==> config.mk <==
export PLATFORM = sky130hd
export DESIGN_NAME = fetch_pc_fd
export DESIGN_NICKNAME = d
export VERILOG_FILES = /design/src/rtl/mips_defs.sv /design/src/rtl/fd_reg.sv /design/src/rtl/fetch_pc_fd.sv
export SDC_FILE = /design/constraint.sdc
export NUM_CORES = 1
export LEC_CHECK = 0
export CAP_MARGIN = 0
export CORE_MARGIN = 2
export CORE_UTILIZATION = 42
export CTS_CLUSTER_DIAMETER = 50
export DETAILED_ROUTE_END_ITERATION = 10
export PLACE_DENSITY_LB_ADDON = 0.08
export SKIP_CTS_REPAIR_TIMING = 1
export SYNTH_ARGS = -nofsm -noshare
export SYNTH_HDL_FRONTEND = slang
export SYNTH_SLANG_ARGS = --single-unit
export TNS_END_PERCENT = 5
==> constraint.sdc <==
create_clock -name clk -period 5.25 [get_ports clk]
set_input_delay 1.05 -clock clk [delete_from_list [all_inputs] [get_ports clk]]
set_output_delay 1.05 -clock clk [all_outputs]
set_load 0.05 [all_outputs]
==> src/rtl/mips_defs.sv <==
// Shared MIPS fetch-side constants, the F/D pipeline record and the fetch address check.
package mips_defs;

    localparam logic [31:0] DEF_PC_RESET = 32'h0000_3000;
    localparam logic [31:0] DEF_IM_BASE  = 32'h0000_3000;
    localparam logic [31:0] DEF_IM_LAST  = 32'h0000_6FFC;

    localparam logic [31:0] NOP_INSTR = 32'h0000_0000;
    localparam logic [4:0]  EXC_ADEL  = 5'd4;

    localparam logic [31:0] LINK_OFFSET = 32'd8;

    typedef struct packed {
        logic [31:0] instr;
        logic [31:0] pc;
        logic [31:0] pc8;
        logic        adel;
    } fd_t;

    localparam fd_t FD_RESET = '{
        instr: NOP_INSTR,
        pc:    32'h0000_0000,
        pc8:   32'h0000_0008,
        adel:  1'b0
    };

    // Unsigned range check plus word alignment.
    function automatic logic addr_fault(input logic [31:0] addr,
                                        input logic [31:0] base,
                                        input logic [31:0] last);
        return (addr[1:0] != 2'b00) || (addr < base) || (addr > last);
    endfunction

endpackage

==> src/rtl/fd_reg.sv <==
// F/D pipeline register: flush beats stall, stall holds, otherwise capture the fetch.
module fd_reg
    import mips_defs::*;
(
    input  logic        clk_i,
    input  logic        rst_i,
    input  logic        stall_i,
    input  logic        flush_i,
    input  logic [31:0] pc_i,
    input  logic [31:0] instr_i,
    input  logic        adel_i,
    output fd_t         fd_o
);

    fd_t fd_d;
    fd_t fd_q;
    logic [31:0] pc8;

    // Modulo-2^32 add; wrap is intentional and carries no fault.
    assign pc8 = pc_i + LINK_OFFSET;

    always_comb begin
        fd_d = fd_q;
        if (flush_i) begin
            fd_d.instr = NOP_INSTR;
            fd_d.pc    = pc_i;
            fd_d.pc8   = pc8;
            fd_d.adel  = 1'b0;
        end else if (!stall_i) begin
            fd_d.instr = adel_i ? NOP_INSTR : instr_i;
            fd_d.pc    = pc_i;
            fd_d.pc8   = pc8;
            fd_d.adel  = adel_i;
        end
    end

    always_ff @(posedge clk_i or posedge rst_i) begin
        if (rst_i) begin
            fd_q <= FD_RESET;
        end else begin
            fd_q <= fd_d;
        end
    end

    assign fd_o = fd_q;

endmodule

==> src/rtl/fetch_pc_fd.sv <==
// Fetch stage: program counter, fetch address fault detection and the F/D register.
module fetch_pc_fd
    import mips_defs::*;
#(
    parameter logic [31:0] PC_RESET = DEF_PC_RESET,
    parameter logic [31:0] IM_BASE  = DEF_IM_BASE,
    parameter logic [31:0] IM_LAST  = DEF_IM_LAST
) (
    input  logic        clk,
    input  logic        reset,
    input  logic        stall,
    input  logic        flush_d,
    input  logic [31:0] NPC_F,
    input  logic [31:0] i_inst_rdata,
    output logic [31:0] i_inst_addr,
    output logic [31:0] INSTR_D,
    output logic [31:0] PC_D,
    output logic [31:0] PC8_D,
    output logic        EXC_ADEL_D,
    output logic [31:0] fetch_cnt
);

    logic [31:0] pc_d;
    logic [31:0] pc_q;
    logic [31:0] cnt_d;
    logic [31:0] cnt_q;
    logic        adel_f;
    fd_t         fd;

    // NPC_F is taken as-is; bad addresses are flagged in D, never corrected.
    always_comb begin
        pc_d  = pc_q;
        cnt_d = cnt_q;
        if (!stall) begin
            pc_d  = NPC_F;
            cnt_d = cnt_q + 32'd1;
        end
    end

    always_ff @(posedge clk or posedge reset) begin
        if (reset) begin
            pc_q  <= PC_RESET;
            cnt_q <= 32'h0;
        end else begin
            pc_q  <= pc_d;
            cnt_q <= cnt_d;
        end
    end

    assign adel_f = addr_fault(pc_q, IM_BASE, IM_LAST);

    fd_reg u_fd_reg (
        .clk_i   (clk),
        .rst_i   (reset),
        .stall_i (stall),
        .flush_i (flush_d),
        .pc_i    (pc_q),
        .instr_i (i_inst_rdata),
        .adel_i  (adel_f),
        .fd_o    (fd)
    );

    assign i_inst_addr = pc_q;
    assign INSTR_D     = fd.instr;
    assign PC_D        = fd.pc;
    assign PC8_D       = fd.pc8;
    assign EXC_ADEL_D  = fd.adel;
    assign fetch_cnt   = cnt_q;

endmodule

==> metrics.csv, run 1 <==
metric;value;unit
nNetsFinal;981;
max_stage_delay;0.78;ns
worst-path-max-fanout;105;
antenna_found_initial;0;
wire_per_inst;16.34;um
htreeDepth;4;
fillers;1473;
regArea;3958;sq um
vias;5807;
p_clk_frac;0.333;
place_hpwl;12800;um
status;finished clean;
wirelength;18770;um
grt_use_total;0.2077;
power_leakage;4.170;nW
clk_pin_slew;0.06;ns
synth_seq_cells;158;
area_growth;37.16;%
antenna_cells;0;
reg2reg_slack;2.64;ns
slew_violations;0;
drc;0;
clockRootBuffer;clkbuf_16;
power_density;358.5;nW/um^2
required;5.53;ns
end_kind;flip-flop;
cts_sinks;158;
place_ws;1.860;ns
cts_tree;yes;
max-clock-path-buffers;2;
synthesis.nets;806;
crit_type;in2reg;
ant_nets;0;
dr.pass1.iters;4;
fin_area;10040;sq um
synth_ff_type;dfrtp_1;
layout-drive-gt1-share;0.08766;
p_int;2.372;mW
relSlewSlack;0.2794;
crit_slowest_cell;buf_4;
core;17180;sq um
initial_core_util;0.4260;
grt_pass1_wl;29900;um
crit_family;buffers and inverters;
drt-vias-per-instance;5.054;
worstSetupPathDepth;4;
worstSetupStartpoint;stall;
worst-path-buf-inv;2;
io_pins;229;
reg2reg_depth;4;
cts_inserted_buffers;17;
dp_cells;1117;
tightest_slew;1.081;ns
endpoint;u_fd_reg.fd_o[10]$_DFFE_PP0P_;
peakVddDrop;0.2657;mV
syn_inst;736;
fin_crit_sh;0.5624;
netlist_area;7317;sq um
fin_setup_tns;0;ns
setup_viol;0;
hold_viol;0;
whs;0.4629;ns
yosys_warnings;0;
die_x;136.0;um
rr_startpoint;i_inst_addr[24]$_DFFE_PP0N_;
hold_start;u_fd_reg.fd_o[48]$_DFFE_PP0P_;
fin_util;0.5843;
rsz0062_at_grt;false;
rows;48;
syn-mean-instance-area;9.942;sq um
maxCapViolCount;0;
synth_common_cells;dfrtp_1 (155), nand2_1 (155), xnor2_1 (41);
io_buffer_count;228;
synth_async_sr_flop_share;1.000;
yosysUniqueCellTypes;40;
synth.area.top_cells;dfrtp_1 (53%), nand2_1 (8.0%), mux2_2 (5.1%), xnor2_1 (4.9%), buf_4 (3.7%);
drt_iter0_markers;295;
synth_top_area_frac;0.5301;
dpl-instance-area;9467;sq um
grt_overflow;0;
clock_latency;0.42;ns
synth_edf_count;0;
multi_input_area;2751;sq um
share_comb_of_total_power;0.261;
grt_pass1_vias;5817;
gp_congestion;0.7839;
netlist.top_cell.by_area;dfrtp_1;
seq_area_frac_synth;0.5409;
switching_power;1.225;mW
clock_skew;0.009602;ns
grt_start_max_net_pins;159;
p_seq_frac;0.406;
p_total;3.598;mW
swShare;0.3406;
cp_cell_sequence;buf_4 -> nor2b_4 -> buf_4 -> o21ai_0;
fin_cells;1149;
crit_top_cell;buf_4;
finalWorstSetupSlack;2.298;ns
period_needed;2.952;ns
startpoint_type;input pin;
die_area;18490;sq um
reg2reg_to;u_fd_reg.fd_o[65]$_DFFE_PP0P_;
fmax;0.3387;GHz
hp-class;reg2reg;
die_y;136.0;um
crit_arrival;3.23;ns
==> power by group through the flow <==
stage,clock (mW),combinational (mW),sequential [mW]
after floorplan,0,0.347,1.75
after global placement,0,0.937,1.48
after detailed placement,0,0.947,1.48
after CTS,1.22,0.951,1.46
after global routing,1.27,0.989,1.48
final,1.20,0.939,1.46
==> layer usage <==
metal | up-vias | global-route usage | wire (um)
met1 | 2803 | 0.2622 | 8017
li1 | 2807 | - | -
met5 | - | 0 | 0
met4 | 0 | 0.07523 | 385
met2 | 171 | 0.3443 | 9280
met3 | 26 | 0.05556 | 1090
==> logic make-up (layout without fill, tap and decap cells) <==
logic type | Yosys count | count (layout) | synth area share
muxes | 33 | 33 | 0.05079
DFF | 158 | 158 | 0.5409
buffers and inverters | 115 | 303 | 0.08447
adders and majority gates | 2 | 2 | 0.003419
and+or+nand+nor | 305 | 305 | 0.2088
AOI/OAI and AO/OA | 77 | 77 | 0.05660
xor gates and xnor gates | 46 | 46 | 0.05506
==> sequential cells by signal, indices dropped and copies added, names as in the netlist <==
register and flops:
fetch_cnt 32, u_fd_reg.fd_o 94, i_inst_addr 32
==> worst min path at each step <==
| stage | endpoint | cells after the start |
|---|---|---|
| global placement | u_fd_reg.fd_o[56]$_DFFE_PP0P_ | 2 |
| finish | u_fd_reg.fd_o[48]$_DFFE_PP0P_ | 2 |
| detailed placement | u_fd_reg.fd_o[48]$_DFFE_PP0P_ | 2 |
| floorplan | u_fd_reg.fd_o[3]$_DFFE_PP0P_ | 2 |
| CTS | u_fd_reg.fd_o[48]$_DFFE_PP0P_ | 2 |
| global route | fetch_cnt[31]$_DFFE_PP0N_ | 1 |
==> final cells by class <==
type | instances | area share
multi-input cells | 463 | 0.2742
clock inverters | 9 | 0.01110
inverters | 38 | 0.01459
flip-flops and latches | 158 | 0.3943
clock buffers | 23 | 0.04563
well taps | 225 | 0.02805
repair buffers | 233 | 0.2321
==> worst reg2reg max path: cells and delay by family (launching register included) <==
family          cells  cell delay, ns
compound gates      1            0.17
simple gates        3            1.89
flops               1            0.47
==> placed cells by master (no fill, tap or decap), types with 8 or more instances in the layout <==
master	Yosys	routed
nor3_1	11	11
a21oi_1	33	33
nand4_1	16	16
a31oi_1	11	11
nor4_1	9	9
o21ai_1	10	10
nor2_1	23	23
clkdlybuf4s50_1	0	227
mux2_2	33	33
inv_1	38	37
dfrtp_1	155	155
nand2_1	155	155
nand3_1	23	23
or4_1	36	36
xnor2_1	41	41
o21ai_0	17	17
or3_1	8	8
clkbuf_16	0	17
Power figures use the tool's default switching activity.
==> run 2, diff against run 1 <==
==> constraint.sdc (replaced) <==
create_clock -name clk -period 2.4 [get_ports clk]
set_input_delay 0.48 -clock clk [delete_from_list [all_inputs] [get_ports clk]]
set_output_delay 0.48 -clock clk [all_outputs]
set_load 0.05 [all_outputs]
==> metrics.csv, run 2 (synthesis gave the netlist of run 1 again) <==
metric;value;unit;change
status;finished clean;;
share_comb_of_total_power;0.263;;+0.002
nNetsFinal;997;;+1.6%
cp_cell_sequence;clkdlybuf4s50_1;;
htreeDepth;4;;unchanged
fin_area;10240;sq um;+2.1%
initial_core_util;0.4260;;unchanged
worst-path-buf-inv;1;;-1
max-clock-path-buffers;2;;unchanged
rows;48;;unchanged
vias;5909;;+1.8%
dr.pass1.iters;5;;+1
io_pins;229;;unchanged
clock_latency;0.42;ns;about the same
required;1.92;ns;-3.61 ns
max_stage_delay;0.84;ns;+0.06 ns
swShare;0.3322;;-0.008427
antenna_found_initial;0;;unchanged
crit_family;buffers and inverters;;
end_kind;output port;;
tightest_slew;0.5615;ns;-0.5193 ns
clock_skew;0.009440;ns;-0.0001621 ns
period_needed;2.331;ns;
grt_overflow;0;;unchanged
relSlewSlack;0.6245;;+0.3450
die_area;18490;sq um;unchanged
clk_pin_slew;0.06;ns;about the same
grt_start_max_net_pins;105;;-34%
startpoint_type;flip-flop;;
die_y;136.0;um;unchanged
rsz0062_at_grt;false;;
die_x;136.0;um;unchanged
ant_nets;0;;unchanged
antenna_cells;0;;unchanged
cts_inserted_buffers;17;;unchanged
fmax;0.4289;GHz;
final_cell_mix;clkdlybuf4s50_1 (224), nand2_1 (155), dfrtp_1 (155);;
p_int;5.348;mW;+130%
cts_sinks;158;;unchanged
p_seq_frac;0.396;;-0.010
largest_register_ffs;94;;unchanged
cts_tree;yes;;
io_buffer_count;228;;unchanged
drt_iter0_markers;267;;-9.5%
core;17180;sq um;unchanged
switching_power;2.660;mW;+120%
clockRootBuffer;clkbuf_16;;
power_leakage;4.307;nW;+3.3%
fillers;1464;;-0.61%
grt_pass1_wl;30450;um;+1.8%
drc;0;;unchanged
final_common_cell;clkdlybuf4s50_1;;
drt-vias-per-instance;5.076;;+0.45%
layout-drive-gt1-share;0.1044;;+0.01670
wirelength;18810;um;+0.22%
place_hpwl;13280;um;+3.7%
worst-path-max-fanout;7;;-93%
maxCapViolCount;0;;unchanged
power_density;781.6;nW/um^2;+120%
grt_pass1_vias;5808;;-0.15%
area_growth;40.01;%;
crit_arrival;1.85;ns;-1.38 ns
crit_slowest_cell;clkdlybuf4s50_1;;
gp_congestion;0.7857;;+0.23%
hold_viol;0;;unchanged
hp-class;in2async;;
setup_viol;0;;unchanged
p_clk_frac;0.341;;+0.008
wire_per_inst;16.16;um;-1.1%
dpl-instance-area;9637;sq um;+1.8%
peakVddDrop;0.5108;mV;+92%
fin_setup_tns;0;ns;unchanged
crit_type;reg2out;;
grt_use_total;0.2099;;+0.002132
slew_violations;0;;unchanged
fin_crit_sh;0.9714;;
-- run 2: cell count changes in the layout (fill, tap and decap cells not counted), sizes merged --
cell | previous run | this run
clkbuf | 23 | 22
clkdlybuf4s50 | 227 | 224
buf | 6 | 22
inv | 38 | 37
bufinv | 2 | 3
dlymetal6s2s | 0 | 3
-- run 2: final cells by class --
cell class,instances,area [sq um],share of cell area
Clock inverter,9,136.4,0.01331
Timing Repair Buffer,249,2507,0.2447
Tap cell,225,281.5,0.02748
Clock buffer,22,464.2,0.04531
Multi-Input combinational cell,463,2751,0.2686
Inverter,38,146.4,0.01429
Sequential cell,158,3958,0.3863
-- run 2: path summary, 6_finish.rpt --
check	slack (ns)	cells after the start	end	startpoint
max reg2reg	0.16	4	u_fd_reg.fd_o[32]$_DFFE_PP0P_	i_inst_addr[13]$_DFFE_PP1N_
max	0.07	1	i_inst_addr[13]	i_inst_addr[13]$_DFFE_PP1N_
min in group clk	0.46	2	u_fd_reg.fd_o[42]$_DFFE_PP0P_	u_fd_reg.fd_o[42]$_DFFE_PP0P_
min	0.44	2	u_fd_reg.fd_o[48]$_DFFE_PP0P_	reset
max in group asynchronous	1.26	3	u_fd_reg.fd_o[90]$_DFFE_PP0P_	reset
min reg2reg	0.46	2	u_fd_reg.fd_o[42]$_DFFE_PP0P_	u_fd_reg.fd_o[42]$_DFFE_PP0P_
-- run 2: routing by layer --
metal  part of all wire  global-route usage  vias up  routed length, um
met4              0.015             0.06481        0                283
met3              0.059             0.05481       22               1114
met2               0.48              0.3403      161               9071
li1                   -                   -     2837                  -
met1               0.44              0.2768     2889               8343
met5                  0                   0        -                  0
-- run 2: metrics by stage --
stage          hold WS [ns]  std cells  setup WS [ns]  power [mW]    util
3_5_place_dp         0.4557       1133         0.1631       5.341  0.5610
6_report             0.4448       1164        0.06855       8.008  0.5964
2_1_floorplan        0.4640        736       -0.07842       4.592       -
3_3_place_gp         0.4531       1133         0.1741       5.314  0.5610
4_1_cts              0.4420       1164      -0.005575       8.101  0.5960
5_1_grt              0.4764       1164        0.01068       8.356  0.5964
-- run 2: power by group through the flow --
stage | sequential [mW] | clock, mW | combinational [mW]
2_1_floorplan | 3.83 | 0 | 0.759
3_3_place_gp | 3.21 | 0 | 2.11
3_5_place_dp | 3.22 | 0 | 2.12
4_1_cts | 3.18 | 2.80 | 2.13
5_1_grt | 3.22 | 2.92 | 2.22
6_report | 3.17 | 2.73 | 2.10
